<file path="config.mk">
export PLATFORM = sky130hd
export DESIGN_NAME = decode_stage_pipe
export DESIGN_NICKNAME = d
export VERILOG_FILES = /design/src/rtl/decode_stage_pipe.sv
export SDC_FILE = /design/constraint.sdc
export NUM_CORES = 2
export LEC_CHECK = 0
export CORE_MARGIN = 1
export CORE_UTILIZATION = 55
export DETAILED_ROUTE_END_ITERATION = 8
export PLACE_DENSITY = 0.73
export SLEW_MARGIN = 20
export SYNTH_ARGS = -nofsm -noshare
export SYNTH_HDL_FRONTEND = slang
export SYNTH_SLANG_ARGS = --single-unit
</file>
<file path="constraint.sdc">
create_clock -name clk -period 2.5 [get_ports clk]
set_input_delay 0.5 -clock clk [delete_from_list [all_inputs] [get_ports clk]]
set_output_delay 0.5 -clock clk [all_outputs]
set_load 0.01 [all_outputs]
</file>
<file path="src/rtl/decode_stage_pipe.sv">
// decode_stage_pipe
// Registered RV32I instruction-decode stage between fetch and execute.
// Decodes the immediate and the packed control word, reads two operands
// from the register file (with optional same-cycle writeback bypass),
// detects load-use hazards and holds the result in a valid/ready ID/EX
// pipeline register.
//
// Ports
//   clk, rst            clock (rising edge), async active-low reset
//   if_valid/if_ready   fetch handshake; if_instr, if_pc instruction and PC
//   id_flush            discard the instruction presented in ID
//   wb_wr_en/addr/data  register file write port
//   ex_ready/ex_valid   execute handshake
//   ex_pc, ex_rs1_data, ex_rs2_data, ex_imm, ex_rd, ex_rs_addr, ex_ctrl
//                       registered ID/EX contents
//   load_use_stall      load-use hazard stall this cycle (combinational)
//
// ex_ctrl packing: [15:12] alu_ctrl, [11] jalr, [10] jal, [9] branch,
// [8] memtoreg, [7] wb_reg_file, [6:5] mem_store_type, [4:2] mem_load_type,
// [1] mem_write, [0] alu_src.
// alu_ctrl codes: 0 add, 1 sub, 2 sll, 3 slt, 4 sltu, 5 xor, 6 srl, 7 sra,
// 8 or, 9 and, 10 pass immediate (lui).
module decode_stage_pipe #(
  parameter int NUM_REGS       = 32,
  parameter bit WB_BYPASS      = 1'b1,
  parameter bit LOAD_USE_STALL = 1'b1
) (
  input  logic        clk,
  input  logic        rst,
  input  logic        if_valid,
  output logic        if_ready,
  input  logic [31:0] if_instr,
  input  logic [31:0] if_pc,
  input  logic        id_flush,
  input  logic        wb_wr_en,
  input  logic [4:0]  wb_wr_addr,
  input  logic [31:0] wb_wr_data,
  input  logic        ex_ready,
  output logic        ex_valid,
  output logic [31:0] ex_pc,
  output logic [31:0] ex_rs1_data,
  output logic [31:0] ex_rs2_data,
  output logic [31:0] ex_imm,
  output logic [4:0]  ex_rd,
  output logic [9:0]  ex_rs_addr,
  output logic [15:0] ex_ctrl,
  output logic        load_use_stall
);

  localparam logic [6:0] OP_LUI    = 7'b0110111;
  localparam logic [6:0] OP_AUIPC  = 7'b0010111;
  localparam logic [6:0] OP_JAL    = 7'b1101111;
  localparam logic [6:0] OP_JALR   = 7'b1100111;
  localparam logic [6:0] OP_BRANCH = 7'b1100011;
  localparam logic [6:0] OP_LOAD   = 7'b0000011;
  localparam logic [6:0] OP_STORE  = 7'b0100011;
  localparam logic [6:0] OP_IMM    = 7'b0010011;
  localparam logic [6:0] OP_REG    = 7'b0110011;

  logic [6:0]  w_op;
  logic [2:0]  w_f3;
  logic [4:0]  w_rs1, w_rs2, w_rd;
  logic [31:0] w_imm;
  logic [3:0]  w_alu_f3, w_alu;
  logic        w_jalr, w_jal, w_branch, w_memtoreg, w_wb, w_mw, w_src;
  logic [1:0]  w_st;
  logic [2:0]  w_ld;
  logic [15:0] w_ctrl;

  assign w_op  = if_instr[6:0];
  assign w_f3  = if_instr[14:12];
  assign w_rs1 = if_instr[19:15];
  assign w_rs2 = if_instr[24:20];
  assign w_rd  = if_instr[11:7];

  always_comb begin
    w_imm = '0;
    case (w_op)
      OP_IMM, OP_LOAD, OP_JALR: w_imm = {{20{if_instr[31]}}, if_instr[31:20]};
      OP_STORE:  w_imm = {{20{if_instr[31]}}, if_instr[31:25], if_instr[11:7]};
      OP_BRANCH: w_imm = {{19{if_instr[31]}}, if_instr[31], if_instr[7],
                          if_instr[30:25], if_instr[11:8], 1'b0};
      OP_LUI, OP_AUIPC: w_imm = {if_instr[31:12], 12'b0};
      OP_JAL:    w_imm = {{11{if_instr[31]}}, if_instr[31], if_instr[19:12],
                          if_instr[20], if_instr[30:21], 1'b0};
      default:   w_imm = '0;
    endcase
  end

  // funct3 -> ALU op for register and immediate arithmetic; bit 30 selects
  // sub (register form only) and arithmetic shift right.
  always_comb begin
    w_alu_f3 = 4'd0;
    case (w_f3)
      3'd0: w_alu_f3 = (w_op == OP_REG && if_instr[30]) ? 4'd1 : 4'd0;
      3'd1: w_alu_f3 = 4'd2;
      3'd2: w_alu_f3 = 4'd3;
      3'd3: w_alu_f3 = 4'd4;
      3'd4: w_alu_f3 = 4'd5;
      3'd5: w_alu_f3 = if_instr[30] ? 4'd7 : 4'd6;
      3'd6: w_alu_f3 = 4'd8;
      default: w_alu_f3 = 4'd9;
    endcase
  end

  always_comb begin
    w_alu      = 4'd0;
    w_jalr     = 1'b0;
    w_jal      = 1'b0;
    w_branch   = 1'b0;
    w_memtoreg = 1'b0;
    w_wb       = 1'b0;
    w_st       = 2'd0;
    w_ld       = 3'd0;
    w_mw       = 1'b0;
    w_src      = 1'b0;
    case (w_op)
      OP_LUI:    begin w_alu = 4'd10; w_wb = 1'b1; w_src = 1'b1; end
      OP_AUIPC:  begin w_wb = 1'b1; w_src = 1'b1; end
      OP_JAL:    begin w_jal = 1'b1; w_wb = 1'b1; end
      OP_JALR:   begin w_jalr = 1'b1; w_wb = 1'b1; w_src = 1'b1; end
      OP_BRANCH: begin w_branch = 1'b1; w_alu = 4'd1; end
      OP_LOAD:   begin w_memtoreg = 1'b1; w_wb = 1'b1; w_src = 1'b1; w_ld = w_f3; end
      OP_STORE:  begin w_mw = 1'b1; w_src = 1'b1; w_st = w_f3[1:0]; end
      OP_IMM:    begin w_alu = w_alu_f3; w_wb = 1'b1; w_src = 1'b1; end
      OP_REG:    begin w_alu = w_alu_f3; w_wb = 1'b1; end
      default:   ;
    endcase
  end

  assign w_ctrl = {w_alu, w_jalr, w_jal, w_branch, w_memtoreg, w_wb,
                   w_st, w_ld, w_mw, w_src};

  // Register file: x0 has no storage, so it reads 0 and drops writes;
  // addresses at or above NUM_REGS never match a storage index.
  logic [31:0] r_regs [NUM_REGS-1:1];
  logic [31:0] w_rf_rs1, w_rf_rs2, w_rs1_data, w_rs2_data;
  logic        w_wb_hit;

  always_ff @(posedge clk or negedge rst) begin
    if (!rst) begin
      for (int i = 1; i < NUM_REGS; i++) r_regs[i] <= '0;
    end else if (wb_wr_en) begin
      for (int i = 1; i < NUM_REGS; i++)
        if (wb_wr_addr == 5'(i)) r_regs[i] <= wb_wr_data;
    end
  end

  always_comb begin
    w_rf_rs1 = '0;
    w_rf_rs2 = '0;
    for (int i = 1; i < NUM_REGS; i++) begin
      if (w_rs1 == 5'(i)) w_rf_rs1 = r_regs[i];
      if (w_rs2 == 5'(i)) w_rf_rs2 = r_regs[i];
    end
  end

  // A bypass only applies to writes that will actually land in storage.
  assign w_wb_hit   = WB_BYPASS && wb_wr_en && (wb_wr_addr != 5'd0) &&
                      ({1'b0, wb_wr_addr} < 6'(NUM_REGS));
  assign w_rs1_data = (w_wb_hit && wb_wr_addr == w_rs1) ? wb_wr_data : w_rf_rs1;
  assign w_rs2_data = (w_wb_hit && wb_wr_addr == w_rs2) ? wb_wr_data : w_rf_rs2;

  // ID/EX register
  logic        r_valid;
  logic [31:0] r_pc, r_rs1_data, r_rs2_data, r_imm;
  logic [4:0]  r_rd;
  logic [9:0]  r_rs_addr;
  logic [15:0] r_ctrl;
  logic        w_hazard, w_load, w_new_valid;

  // Source compare ignores the format, so some non-users of rs2 stall too.
  assign w_hazard    = LOAD_USE_STALL && r_valid && r_ctrl[8] && (r_rd != 5'd0) &&
                       ((r_rd == w_rs1) || (r_rd == w_rs2));
  assign w_load      = !r_valid || ex_ready;
  assign w_new_valid = if_valid && !w_hazard && !id_flush;

  always_ff @(posedge clk or negedge rst) begin
    if (!rst) begin
      r_valid    <= 1'b0;
      r_pc       <= '0;
      r_rs1_data <= '0;
      r_rs2_data <= '0;
      r_imm      <= '0;
      r_rd       <= '0;
      r_rs_addr  <= '0;
      r_ctrl     <= '0;
    end else if (w_load) begin
      r_valid    <= w_new_valid;
      r_pc       <= if_pc;
      r_rs1_data <= w_rs1_data;
      r_rs2_data <= w_rs2_data;
      r_imm      <= w_imm;
      r_rs_addr  <= {w_rs2, w_rs1};
      r_rd       <= w_new_valid ? w_rd : 5'd0;
      r_ctrl     <= w_new_valid ? w_ctrl : 16'd0;
    end
  end

  assign if_ready       = w_load && !w_hazard;
  assign load_use_stall = w_hazard && if_valid;
  assign ex_valid       = r_valid;
  assign ex_pc          = r_pc;
  assign ex_rs1_data    = r_rs1_data;
  assign ex_rs2_data    = r_rs2_data;
  assign ex_imm         = r_imm;
  assign ex_rd          = r_rd;
  assign ex_rs_addr     = r_rs_addr;
  assign ex_ctrl        = r_ctrl;

endmodule

</file>
# Yosys cells after proc, flatten, opt, wreduce, memory -nomap -nowiden
# Index checks and enable logic that the tools add are counted.
# op_classes
n_reduce_logical	55
n_mux	80
eq_ne	112
# ops
cell	count
32-bit 2-to-1 mux	64
5-bit equality test, second input constant	48
32-bit one-hot mux with 5 select lines	1
5-bit by 4-bit equality test with 1-bit output, second input constant	24
2-bit AND reduction	31
5-bit by 3-bit equality test with 1-bit output, second input constant	12
5-bit by 2-bit equality test with 1-bit output, second input constant	6
4-bit one-hot mux with 7 select lines	1
7-bit by 6-bit equality test with 1-bit output, second input constant	3
7-bit equality test, second input constant	3
5-bit equality test	4
16-bit 2-to-1 mux	1
5-bit by 1-bit equality test with 1-bit output, second input constant	3
7-bit by 5-bit equality test with 1-bit output, second input constant	2
4-bit one-hot mux with 3 select lines	1
1-bit logical AND	11
5-bit nonzero test	2
3-bit equality test, second input constant	3
1-bit 2-to-1 mux	9
7-bit by 2-bit equality test with 1-bit output, second input constant	1
7-bit OR reduction	1
3-bit by 2-bit equality test with 1-bit output, second input constant	2
6-bit OR reduction	1
5-bit 2-to-1 mux	1
other kinds (8)	12
# word_totals
reg_bits	1152
inputBits	107
out_inout_bits	162
wordCells	286

# Depth between registers and ports, before layout
# depth
word_depth	33
mapped_depth	12
ltp_nobuf	7

# Least setup slack after synthesis
# Ideal clock, no wire load.
# synth_timing
path_kind	input -> register
startpoint	input port if_instr[20]
endpoint	register r_rs2_data[14] (netlist: ex_rs2_data[14])
slack_ns	0.144
required_time_ns	2.373
path_buffers	4
arrival_ns	2.229
path_stages	9
setup_ns	0.127
cell_sequence	buf_2 -> buf_6 -> buf_4 -> buf_6 -> mux4_2 -> a21oi_1 -> nand3_1 -> o41ai_1 -> o21ai_1
# synth_between
elab_chain_len	33
word_cells_on_any_way	65
cone_classes	eq/ne (32); mux (32); reduce/logical (1)
# synth_lines
element	line_no	rtl
start: declaration	32	input logic [31:0] if_instr,
5-bit by 1-bit equality test with 1-bit output	154	if (w_rs2 == 5'(i)) w_rf_rs2 = r_regs[i];
32-bit 2-to-1 mux (31 in series)	154	
32-bit 2-to-1 mux *	162	assign w_rs2_data = (w_wb_hit && wb_wr_addr == w_rs2) ? wb_wr_data : w_rf_rs2;
end signal: assignment	192	r_rs2_data <= w_rs2_data;
end: declaration	166	logic [31:0] r_pc, r_rs1_data, r_rs2_data, r_imm;
# Mark *: on every way between the ends. The rest lies on a longest branch, timed or not.
# A chain may end at the register's enable or synchronous reset.

# Worst setup path after layout
# layout_timing
startpoint	register r_rd[1] (netlist: ex_rd[1])
endpoint	output port if_ready
# layout_between
elab_chain_len	5
word_cells_on_any_way	8
cone_classes	eq/ne (2); reduce/logical (6)
# layout_lines
element	line_no	rtl
start: declaration	167	logic [4:0] r_rd;
start signal: assignment	195	r_rd <= w_new_valid ? w_rd : 5'd0;
5-bit equality test / 5-bit nonzero test (equally long branches)	174, 173	
1-bit logical OR / 1-bit logical AND (equally long branches)	174, 173	
1-bit logical AND *	173	assign w_hazard = LOAD_USE_STALL && r_valid && r_ctrl[8] && (r_rd != 5'd0) &&
1-bit zero test *	200	assign if_ready = w_load && !w_hazard;
1-bit logical AND *	200	
end: declaration	31	output logic if_ready,
# Marks and branches as above.

==> results.py <==
metrics = {
    "cells_and_area": {
        "nets": 7208,
        "layout_common_cells": "1152 x dfrtp_1, 1109 x buf_4, 1012 x mux2_2, 460 x o21ai_0, 449 x nand2_1",
        "multi_input_area_um2": 31800,
        "syn2layout_area_growth_pct": 29.9,
        "n_fill_cell": 8136,
        "drive_gt1_share_pct": 37.6,
        "final_common_cell": "dfrtp_1",
        "seq_area_um2": 28800,
        "fin_util_pct": 72.3,
    },
    "die": {
        "core_area_um2": 113000,
        "fp.dieH_um": 340,
        "io_pins": 269,
        "die_x_um": 340,
        "start_util_pct": 55.7,
        "die-area_um2": 116000,
        "num_rows": 123,
    },
    "grt": {
        "grt_pass1_vias": 61800,
        "grt_max_degree": 80,
        "grt_overflow": 0,
        "track_usage_pct": 55.5,
        "grt_pass1_wl_mm": 460,
        "antenna_found_initial": 20,
    },
    "cts": {
        "cts.clk_slew.worst_paths_ns": 0.06,
        "cts.sinks": 1152,
        "cts_tree": "done",
        "clock_path_buffers": 3,
        "clkLatencyLatePin_ns": 0.77,
        "cts.htree.levels": 4,
        "cts_buffers": 131,
        "cts-root-buf": "clkbuf_16",
    },
    "logic_synthesis": {
        "seq_area_frac_synth_pct": 45.9,
        "synth_area_leaders": "dfrtp_1 46%, mux2_2 18%, o21ai_0 3.7%, a21oi_1 3.1%, nand2_1 2.7%",
        "yosysUniqueCellTypes": 105,
        "ys_ff_latch": 1152,
        "ys_async_sr_fraction_pct": 100,
        "synth_warnings": 0,
        "synth_top_area_share_pct": 45.9,
        "synth_top_cell_by_area": "dfrtp_1",
        "synth_edf_count": 0,
        "ys.flop_type": "dfrtp_1",
        "synth_nets": 6096,
        "synth_area_um2": 62900,
        "syn_inst": 5989,
        "syn_area_per_cell_um2": 10.5,
    },
    "drt": {
        "dr.pass1.iters": 9,
        "ant_nets": 0,
        "wirelength_mm": 327,
        "drtIter0Drc": 11000,
        "vias_per_cell": 7.36,
        "drc": 5,
        "num_vias": 64100,
        "route.detailed.wl_per_inst_um": 37.6,
    },
    "timing": {
        "min_period_ns": 2.78,
        "slew_violations": 0,
        "hold_viol": 0,
        "maxSlewHeadroom_pct": 24.7,
        "finClkSkew_ns": 0.0266,
        "setup_ws_ns": -0.283,
        "tightest_slew_ns": 1.13,
        "setup_viol": 29,
        "fmax_ghz": 0.359,
        "period_share_pct": 111,
        "fin_tns_setup_ns": -3.02,
        "rsz0062_at_grt": "yes",
    },
    "pwr": {
        "power_density_nw_per_um2": 707,
        "clockPowerShare_pct": 35.2,
        "ir_drop_v": 0.000835,
        "p_sw_uw": 18100,
        "pwr-share-comb_pct": 20.5,
        "p_sw_share_pct": 31.3,
        "p_seq_share_pct": 44.2,
        "p_leak_uw": 0.0363,
        "p_int_uw": 39700,
    },
    "outcome": {
        "violations": "design-rule violations, negative setup slack",
        "run_status": "complete, but fails checks",
    },
    "critical_path": {
        "worstSetupPathType": "flop to output pin",
        "worstPathArrival_ns": 2.28,
        "crit_path_start": "ex_rd[1]",
        "cpMaxStageDelayCell": "or4_1",
        "cp_cell_sequence": "or4_1, o211ai_1, a21oi_2, buf_4, nor2_4, buf_6",
        "endpoint_kind": "output pin",
        "cpPeakStageDelay_ns": 0.52,
        "cp_data_required_time_ns": 2.00,
        "reg2reg_from": "ex_rd[1]",
        "crit_path_start_kind": "flop",
        "crit_fanout": 2,
    },
    "flow_run": {
        "cap_violations": 0,
    },
    "placement": {
        "dp_hpwl_mm": 242,
        "dp_slack_ns": -1.02,
        "io_buffers": 268,
        "routabilityCongestion": 1.10,
    },
    "hold_path": {
        "min_path_type": "input port to asynchronous set/reset pin",
    },
}
[layer usage]
layer	global-route usage, %	vias to the layer above	share of wire [%]
met5	1.10	-	0.10
met4	40.0	24	9.1
met3	22.2	1704	16
met2	77.5	6233	40
met1	69.5	31300	35
li1	-	24800	-
[flip-flops by register name, summed over array words and instances (netlist names)]
| name | count |
|---|---|
| r_regs | 992 |
| ex_rd | 5 |
| ex_rs2_data | 32 |
| ex_valid | 1 |
| ex_ctrl | 16 |
| ex_rs_addr | 10 |
| ex_imm | 32 |
| ex_pc | 32 |
| ex_rs1_data | 32 |
[power by group through the flow]
stage	logic (µW)	registers, µW	clock network [µW]
final	11900	25500	20300
after floorplan	5950	24300	0
after global placement	10900	25300	0
after detailed placement	11200	25500	0
after global routing	12300	25700	21000
after CTS	11300	25200	20300
[Yosys cell counts, drive strengths merged (21+ instances only)]
| master | count |
|---|---|
| and3 | 40 |
| dfrtp | 1152 |
| nand3 | 104 |
| clkbuf | 294 |
| nor2 | 321 |
| inv | 23 |
| a21o | 23 |
| a221oi | 56 |
| a222oi | 45 |
| a22o | 51 |
| nand2 | 454 |
| mux2 | 1023 |
| mux2i | 112 |
| nand4 | 28 |
| a221o | 31 |
| a211oi | 45 |
| o31ai | 21 |
| nor3 | 80 |
| a21oi | 391 |
| o221ai | 78 |
| a2111oi | 22 |
| buf | 283 |
| a31oi | 39 |
| a22oi | 127 |
| o211ai | 52 |
| nand2b | 36 |
| o22ai | 152 |
| o21ai | 484 |
| nor2b | 37 |
[logic make-up (layout without fill, tap and decap cells)]
| logic type | Yosys count | after routing | share of synthesized area (%) |
|---|---|---|---|
| AOI/OAI and AO/OA | 1819 | 1819 | 19.2 |
| and+or+nand+nor | 1245 | 1245 | 9.53 |
| other | 0 | 11 | 0 |
| muxes | 1153 | 1153 | 20.8 |
| DFF | 1152 | 1152 | 45.9 |
| buffers and inverters | 600 | 1810 | 4.36 |
| xor gates and xnor gates | 20 | 20 | 0.279 |
[repair_timing]
item,4_1_cts,5_1_grt
endpoints found under the hold margin,41,0
resized for setup,21,64
endpoints found under the setup margin,24,52
setup buffers,3,6
hold buffers,1,0
pin swaps,6,13
[stage by stage]
step                hold WS [ns]  instance area [µm²]  std cells  power [µW]
floorplan                  0.204                62900       5989       30200
global placement           0.448                76800       8459       36200
detailed placement         0.456                76800       8459       36700
CTS                        0.253                81300       8693       56800
global route               0.275                81600       8699       58900
finish                     0.255                81700       8710       57700
[worst max-delay path, delay by kind of cell, from the launching register on]
kind                   cells  cell delay (ns)
flip-flops                 1             0.37
buffers and inverters      2             0.27
AND/OR/NAND/NOR            2             0.61
AO/OA/AOI/OAI              2             0.27
[layout make-up]
cell class | instances | share of cell area [%]
inverters | 23 | 0.106
multi-input cells | 4237 | 38.9
clock buffers | 175 | 4.56
flip-flops and latches | 1152 | 35.3
clock inverters | 56 | 0.875
repair buffers | 1556 | 17.9
well taps | 1500 | 2.30
diodes | 11 | 0.0337
[path summary, 6_finish.rpt]
kind	slack [ns]	endpoint	cells after the start
max	-0.28	if_ready	6
min	0.26	r_regs[965]	2
max reg2reg	-0.22	ex_ctrl[11]	9
min reg2reg	0.47	ex_pc[9]	2
max in group asynchronous	1.20	r_regs[445]	3
min in group clk	0.27	ex_pc[5]	3
Note: power is estimated with default switching activity, not from simulation.
